<file path="src/rtl/shad_share_arb.sv">
// ---------------------------------------------------------------------------
// shad_share_arb
//
// Shares one 64-bit SHAD/SHLD funnel-shift unit between three execute lanes
// (A=0, B=1, C=2). A winning request is registered into an issue stage (S1)
// that drives the combinational shifter. The shifter result is captured into
// a response stage (S2) and returned to the originating lane under per-lane
// backpressure. Each lane has at most one op in flight, so results return
// in order per lane.
//
// Ports:
//   clock, reset          core clock; asynchronous active-low reset
//   req_vld / req_rdy     per-lane request handshake (req_rdy at most one-hot)
//   req_rs/rx/rt/op       packed per-lane operands, lane i in slice i
//   flush                 synchronous pipeline flush (drops S1 and S2)
//   sh_rs/rx/rt/op/lane   operands to the shifter, zero while S1 is empty
//   sh_rn                 combinational shifter result
//   rsp_vld / rsp_rdy     per-lane response handshake (rsp_vld one-hot or 0)
//   rsp_data              result for the lane flagged in rsp_vld
//   busy                  either stage holds an op
// ---------------------------------------------------------------------------
module shad_share_arb #(
    parameter int NLANE = 3,
    parameter bit RR_EN = 1'b1
) (
    input  logic                clock,
    input  logic                reset,
    input  logic [NLANE-1:0]    req_vld,
    output logic [NLANE-1:0]    req_rdy,
    input  logic [64*NLANE-1:0] req_rs,
    input  logic [64*NLANE-1:0] req_rx,
    input  logic [8*NLANE-1:0]  req_rt,
    input  logic [6*NLANE-1:0]  req_op,
    input  logic                flush,
    output logic [63:0]         sh_rs,
    output logic [63:0]         sh_rx,
    output logic [7:0]          sh_rt,
    output logic [5:0]          sh_op,
    output logic [1:0]          sh_lane,
    input  logic [63:0]         sh_rn,
    output logic [NLANE-1:0]    rsp_vld,
    input  logic [NLANE-1:0]    rsp_rdy,
    output logic [63:0]         rsp_data,
    output logic                busy
);

    // Issue stage
    logic        s1_v_q, s1_v_d;
    logic [1:0]  s1_lane_q, s1_lane_d;
    logic [63:0] s1_rs_q, s1_rs_d;
    logic [63:0] s1_rx_q, s1_rx_d;
    logic [7:0]  s1_rt_q, s1_rt_d;
    logic [5:0]  s1_op_q, s1_op_d;
    // Response stage
    logic        s2_v_q, s2_v_d;
    logic [1:0]  s2_lane_q, s2_lane_d;
    logic [63:0] s2_data_q, s2_data_d;
    // Round-robin pointer
    logic [1:0]  ptr_q, ptr_d;

    logic             s2_adv, s1_adv;
    logic [NLANE-1:0] held, elig, rot;
    logic [1:0]       start, off, gnt_lane;
    logic [2:0]       off_sum;
    logic             gnt_any;
    logic [63:0]      g_rs, g_rx;
    logic [7:0]       g_rt;
    logic [5:0]       g_op;

    // ---------------------------------------------------------------
    // Advance conditions and grant selection
    // ---------------------------------------------------------------
    always_comb begin
        // NOTE: every variable gets a default before any conditional
        // assignment, so no latch can be inferred from a missed branch.
        rsp_vld = '0;
        held    = '0;
        for (int i = 0; i < NLANE; i++) begin
            rsp_vld[i] = s2_v_q && (s2_lane_q == 2'(i));
            // A lane with an op still in either stage is not eligible,
            // even if its S2 result is being accepted this very cycle.
            held[i]    = rsp_vld[i] || (s1_v_q && (s1_lane_q == 2'(i)));
        end

        s2_adv = !s2_v_q || |(rsp_vld & rsp_rdy);
        s1_adv = !s1_v_q || s2_adv;

        // Grants are also held off while reset is asserted so req_rdy
        // reads zero together with every other output.
        elig = (s1_adv && !flush && reset) ? (req_vld & ~held) : '0;

        // Rotate the eligible vector so the search starts at the pointer,
        // pick the lowest set bit, then map the offset back to a lane.
        start    = RR_EN ? ptr_q : 2'd0;
        rot      = 3'({elig, elig} >> start);
        gnt_any  = |rot;
        off      = rot[0] ? 2'd0 : (rot[1] ? 2'd1 : 2'd2);
        off_sum  = {1'b0, start} + {1'b0, off};
        gnt_lane = (off_sum >= 3'd3) ? 2'(off_sum - 3'd3) : off_sum[1:0];
        req_rdy  = gnt_any ? (3'b001 << gnt_lane) : '0;
    end

    // ---------------------------------------------------------------
    // Operand mux for the granted lane
    // ---------------------------------------------------------------
    always_comb begin
        g_rs = '0;
        g_rx = '0;
        g_rt = '0;
        g_op = '0;
        for (int i = 0; i < NLANE; i++) begin
            if (gnt_lane == 2'(i)) begin
                g_rs = req_rs[64*i +: 64];
                g_rx = req_rx[64*i +: 64];
                g_rt = req_rt[8*i +: 8];
                g_op = req_op[6*i +: 6];
            end
        end
    end

    // ---------------------------------------------------------------
    // Next-state logic
    // ---------------------------------------------------------------
    always_comb begin
        s1_v_d    = s1_v_q;
        s1_lane_d = s1_lane_q;
        s1_rs_d   = s1_rs_q;
        s1_rx_d   = s1_rx_q;
        s1_rt_d   = s1_rt_q;
        s1_op_d   = s1_op_q;
        s2_v_d    = s2_v_q;
        s2_lane_d = s2_lane_q;
        s2_data_d = s2_data_q;
        ptr_d     = ptr_q;

        if (s2_adv) begin
            s2_v_d    = s1_v_q;
            s2_lane_d = s1_lane_q;
            s2_data_d = sh_rn;
        end

        if (s1_adv) begin
            s1_v_d    = gnt_any;
            s1_lane_d = gnt_any ? gnt_lane : 2'd0;
            s1_rs_d   = gnt_any ? g_rs : 64'd0;
            s1_rx_d   = gnt_any ? g_rx : 64'd0;
            s1_rt_d   = gnt_any ? g_rt : 8'd0;
            s1_op_d   = gnt_any ? g_op : 6'd0;
        end

        if (RR_EN && gnt_any) begin
            ptr_d = (gnt_lane == 2'd2) ? 2'd0 : gnt_lane + 2'd1;
        end

        // Flush drops both stages; an S2 accept in the same cycle has
        // already completed its handshake on the response side.
        if (flush) begin
            s1_v_d = 1'b0;
            s2_v_d = 1'b0;
        end
    end

    // ---------------------------------------------------------------
    // State registers
    // ---------------------------------------------------------------
    always_ff @(posedge clock or negedge reset) begin
        if (!reset) begin
            // NOTE: operand and data registers are reset as well, so the
            // shifter and response buses read zero straight out of reset.
            s1_v_q    <= 1'b0;
            s1_lane_q <= 2'd0;
            s1_rs_q   <= 64'd0;
            s1_rx_q   <= 64'd0;
            s1_rt_q   <= 8'd0;
            s1_op_q   <= 6'd0;
            s2_v_q    <= 1'b0;
            s2_lane_q <= 2'd0;
            s2_data_q <= 64'd0;
            ptr_q     <= 2'd0;
        end else begin
            // NOTE: non-blocking assignments so every register samples
            // the pre-edge value of every other register.
            s1_v_q    <= s1_v_d;
            s1_lane_q <= s1_lane_d;
            s1_rs_q   <= s1_rs_d;
            s1_rx_q   <= s1_rx_d;
            s1_rt_q   <= s1_rt_d;
            s1_op_q   <= s1_op_d;
            s2_v_q    <= s2_v_d;
            s2_lane_q <= s2_lane_d;
            s2_data_q <= s2_data_d;
            ptr_q     <= ptr_d;
        end
    end

    // ---------------------------------------------------------------
    // Outputs
    // ---------------------------------------------------------------
    assign sh_rs    = s1_v_q ? s1_rs_q   : 64'd0;
    assign sh_rx    = s1_v_q ? s1_rx_q   : 64'd0;
    assign sh_rt    = s1_v_q ? s1_rt_q   : 8'd0;
    assign sh_op    = s1_v_q ? s1_op_q   : 6'd0;
    assign sh_lane  = s1_v_q ? s1_lane_q : 2'd0;
    assign rsp_data = s2_data_q;
    assign busy     = s1_v_q || s2_v_q;

endmodule

</file>
<file path="config.mk">
export PLATFORM = sky130hd
export DESIGN_NAME = shad_share_arb
export DESIGN_NICKNAME = d
export VERILOG_FILES = /design/src/rtl/shad_share_arb.sv
export SDC_FILE = /design/constraint.sdc
export NUM_CORES = 1
export LEC_CHECK = 0
export BUFFER_PORTS_ARGS = -buffer_cell sky130_fd_sc_hd__buf_4
export CAP_MARGIN = 20
export CORE_AREA = 2 2 280 282
export CTS_CLUSTER_SIZE = 30
export DETAILED_ROUTE_END_ITERATION = 8
export DIE_AREA = 0 0 282 284
export GPL_ROUTABILITY_DRIVEN = 0
export PLACE_DENSITY = 0.5
export SETUP_SLACK_MARGIN = 0.02
export SYNTH_ARGS = -nofsm -noshare
export SYNTH_HDL_FRONTEND = slang
export SYNTH_SLANG_ARGS = --single-unit
</file>
<file path="constraint.sdc">
create_clock -name clock -period 4.15 [get_ports clock]
set_input_delay 0 -clock clock [delete_from_list [all_inputs] [get_ports clock]]
set_output_delay 0 -clock clock [all_outputs]
set_load 0.03 [all_outputs]
</file>
==> impl_results.md <==
- Status: finished, violations left
- Failing checks: negative setup slack
- Post-route ant nets: 0
- Clock sink count: 214
- FMAX: 228 MHz
- Placed Area: 20,300 um2
- Synth Net Count: 1,879
- Total number of vias: 17,000
- Number of distinct library cells after synthesis: 41
- Total GRT Usage: 0.168
- Type of the worst setup path: reg -> reg
- Max VDD drop: 0.682 mV
- Die Y: 284 um
- Hold WS: 0.0505 ns
- WP data arrival: 4.83 ns
- R2r worst-path depth: 16
- Post-Syn Area per Cell: 9.41 um2
- Pwr/cell area: 854 nW/um2
- Register-to-register setup slack: -0.24 ns
- Clk slew on worst S/H paths: 0.06 ns
- Setup Slack @ Placement: -0.406 ns
- Vias in the first global route: 18,100
- DIE AREA: 80,100 um2
- Finished Cell Area: 28,300 um2
- Starting DRT DRC Count: 849
- Synth Cell Area: 13,000 um2
- Register share of total power: 0.112
- Synthesis-to-finish area growth: 118%
- Max-cap violations: 0
- Slew margin rel.: 0.299
- Hold crit path type: in -> async
- Period minus WS final: 4.39 ns
- TritonRoute pass-1 iters: 7
- I/O Buffers: 713
- Setup violators final: 143
- Post-Route WL: 75,200 um
- Period utilization: 1.06
- Net switching share of the total power: 0.435
- Remaining Overflow, GRT: 0
- Comb pwr share: 0.780
- Post-synth EDFFs: 0
- Setup crit start kind: flop
- Via density: 4.63
- Initial antenna violation count: 10
- Final worst slack: -0.241 ns
- CTS Buf Count: 29
- Most used flip-flop cell after synthesis: dfrtp_1
- Die W: 282 um
- Fin nets: 3,121
- Root buf cell: clkbuf_16
- Critical R2R Capture: s1_rx_q[55]$_DFFE_PN0P_
- Residual DRC: 0
- Worst Setup End Kind: flop
- Final Max Slew Viols: 0
- Util after Layout: 0.367
- H-tree Lvls: 1
- Initial Util: 0.168
- Reg2reg start: s1_v_q$_DFFE_PN0P_
- CTS tree: yes
- First-pass GRT wire length: 106,000 um
- RSZ-0062 raised after global routing: yes
- Yosys reg bits: 214
- Hold Fails Final Rpt: 0
- Final HPWL DP: 47,600 um
- Slew @ Worst Pin: 1.05 ns
- Switching pwr: 10,500 uW
- Worst Path Required: 4.59 ns
- Fillers: 7,387
- P_int: 13,600 uW
- Leakage power: 0.0133 uW
- Syn. warnings: 0
- Row count: 102
- I/O pins: 714
- Layout cells sized above 1: 0.477
- Total power: 24,100 uW
- CORE AREA: 77,000 um2
- Syn Inst Count: 1,377
- Clk_lat worst skew: 0.59 ns
- Clock Path Buffers: 3
- Largest net degree at the start of global routing: 123
- CP Max Fanout: 8
- WL per Instance: 20.4 um
- Clk_skew: 0.0171 ns
- Clk pwr share: 0.108
- Sequential area share after synthesis: 0.413
- Asr flop ratio synth: 1.00
==> cell usage after synthesis, drive strengths merged (2+ instances only) <==
| cell type | number | area, um2 |
|---|---|---|
| nand2b | 2 | 12.5 |
| o211ai | 2 | 15.0 |
| o21ai | 3 | 15.0 |
| dfrtp | 214 | 5360 |
| mux2 | 173 | 1950 |
| a21oi | 3 | 15.0 |
| mux2i | 4 | 40.0 |
| nand2 | 112 | 420 |
| nor3 | 2 | 15.0 |
| a211oi | 35 | 263 |
| and2 | 35 | 219 |
| o22ai | 107 | 669 |
| nor3b | 4 | 30.0 |
| a221oi | 107 | 937 |
| buf | 26 | 151 |
| inv | 116 | 435 |
| nor2 | 152 | 571 |
| a222oi | 35 | 350 |
| clkbuf | 113 | 424 |
| nor2b | 2 | 12.5 |
| o31ai | 2 | 15.0 |
| nor4 | 6 | 82.6 |
| a22oi | 107 | 803 |
| or4b | 2 | 20.0 |
| ha | 2 | 25.0 |
==> power groups by stage <==
stage	registers, uW	logic [uW]	clock network [uW]
after floorplan	2820	8650	0
after global placement	2720	12700	0
after detailed placement	2720	12900	0
after CTS	2690	16000	2720
after global routing	2730	19900	2790
final	2700	18800	2610
==> flip-flops by register name, summed over array words and instances, names as in the netlist <==
signal	count
s2_lane_q	2
rsp_data	64
s1_rt_q	8
s1_rs_q	64
s1_lane_q	2
s1_v_q	1
ptr_q	2
s1_op_q	6
s1_rx_q	64
s2_v_q	1
==> routing by layer <==
metal	wire length (um)	up-vias	GRT usage
li1	-	7647	-
met1	27700	8203	0.183
met2	37600	922	0.301
met3	5270	267	0.0366
met4	4520	10	0.0941
met5	58	-	0
==> placed cells by master (no fill, tap or decap), types with 35 or more instances in the layout <==
master,Yosys,layout
nor2_1,152,146
dfrtp_1,214,212
a221oi_2,0,72
clkbuf_16,0,39
dlygate4sd3_1,0,492
a22oi_1,107,65
nand2_1,112,111
o22ai_1,107,104
and2_1,35,35
inv_1,116,113
buf_4,0,790
a222oi_1,35,35
mux2_2,173,157
a22oi_2,0,42
==> per-stage QoR <==
step	setup TNS [ns]	instances
2_1_floorplan	0	1377
5_1_grt	-42.90	3684
4_1_cts	-22.58	3658
3_3_place_gp	-29.97	3095
6_report	-17.90	3685
3_5_place_dp	-29.27	3095
==> critical path, stage by stage, from the launching register on <==
cell      delay (ns)
dfrtp_4         0.46
nor3b_2         0.15
or4b_4          0.52
nand2b_4        0.16
or4_4           0.43
nand3_4         0.10
ha_4            0.13
inv_2           0.03
fa_1            0.54
inv_2           0.05
ha_4            0.17
and3b_4         0.34
mux2_4          0.33
buf_12          0.15
buf_12          0.13
a222oi_1        0.38
a211oi_1        0.15
==> layout make-up <==
type | instances | area, um2 | area share
clock inverters | 13 | 170 | 0.00602
clock buffers | 38 | 810 | 0.0286
flip-flops and latches | 214 | 5360 | 0.190
well taps | 1040 | 1300 | 0.0460
multi-input cells | 908 | 7990 | 0.283
repair buffers | 1350 | 12200 | 0.431
inverters | 116 | 438 | 0.0155
diodes | 6 | 15.0 | 0.000531
==> cells by family after synthesis <==
| logic type | share of synthesized area |
|---|---|
| mux | 0.153 |
| flops | 0.413 |
| buf+inv | 0.0781 |
| fa+ha+maj | 0.00348 |
| compound gates | 0.242 |
| simple gates | 0.110 |
==> how the worst max path moves through the flow <==
stage	start	depth (start not counted)	slack, ns	end
global placement	s1_v_q$_DFFE_PN0P_	16	-0.41	s1_rx_q[44]$_DFFE_PN0P_
finish	s1_v_q$_DFFE_PN0P_	16	-0.24	s1_rx_q[55]$_DFFE_PN0P_
floorplan	s2_lane_q[0]$_DFFE_PN0P_	17	0.01	s1_rx_q[36]$_DFFE_PN0P_
detailed placement	s1_v_q$_DFFE_PN0P_	16	-0.41	s1_rx_q[44]$_DFFE_PN0P_
global route	s1_v_q$_DFFE_PN0P_	18	-0.42	s1_rs_q[42]$_DFFE_PN0P_
CTS	s1_v_q$_DFFE_PN0P_	16	-0.28	s1_rx_q[44]$_DFFE_PN0P_
==> timing repair <==
action | 4_1_cts | 5_1_grt
setup endpoints to repair | 145 | 145
pin swaps | 30 | 45
endpoints found under the hold margin | 293 | 1
buffers inserted | 17 | 8
hold buffers | 491 | 1
gates cloned | 6 | 13
resized for setup | 123 | 120
Note: power is estimated with default switching activity, not from simulation.
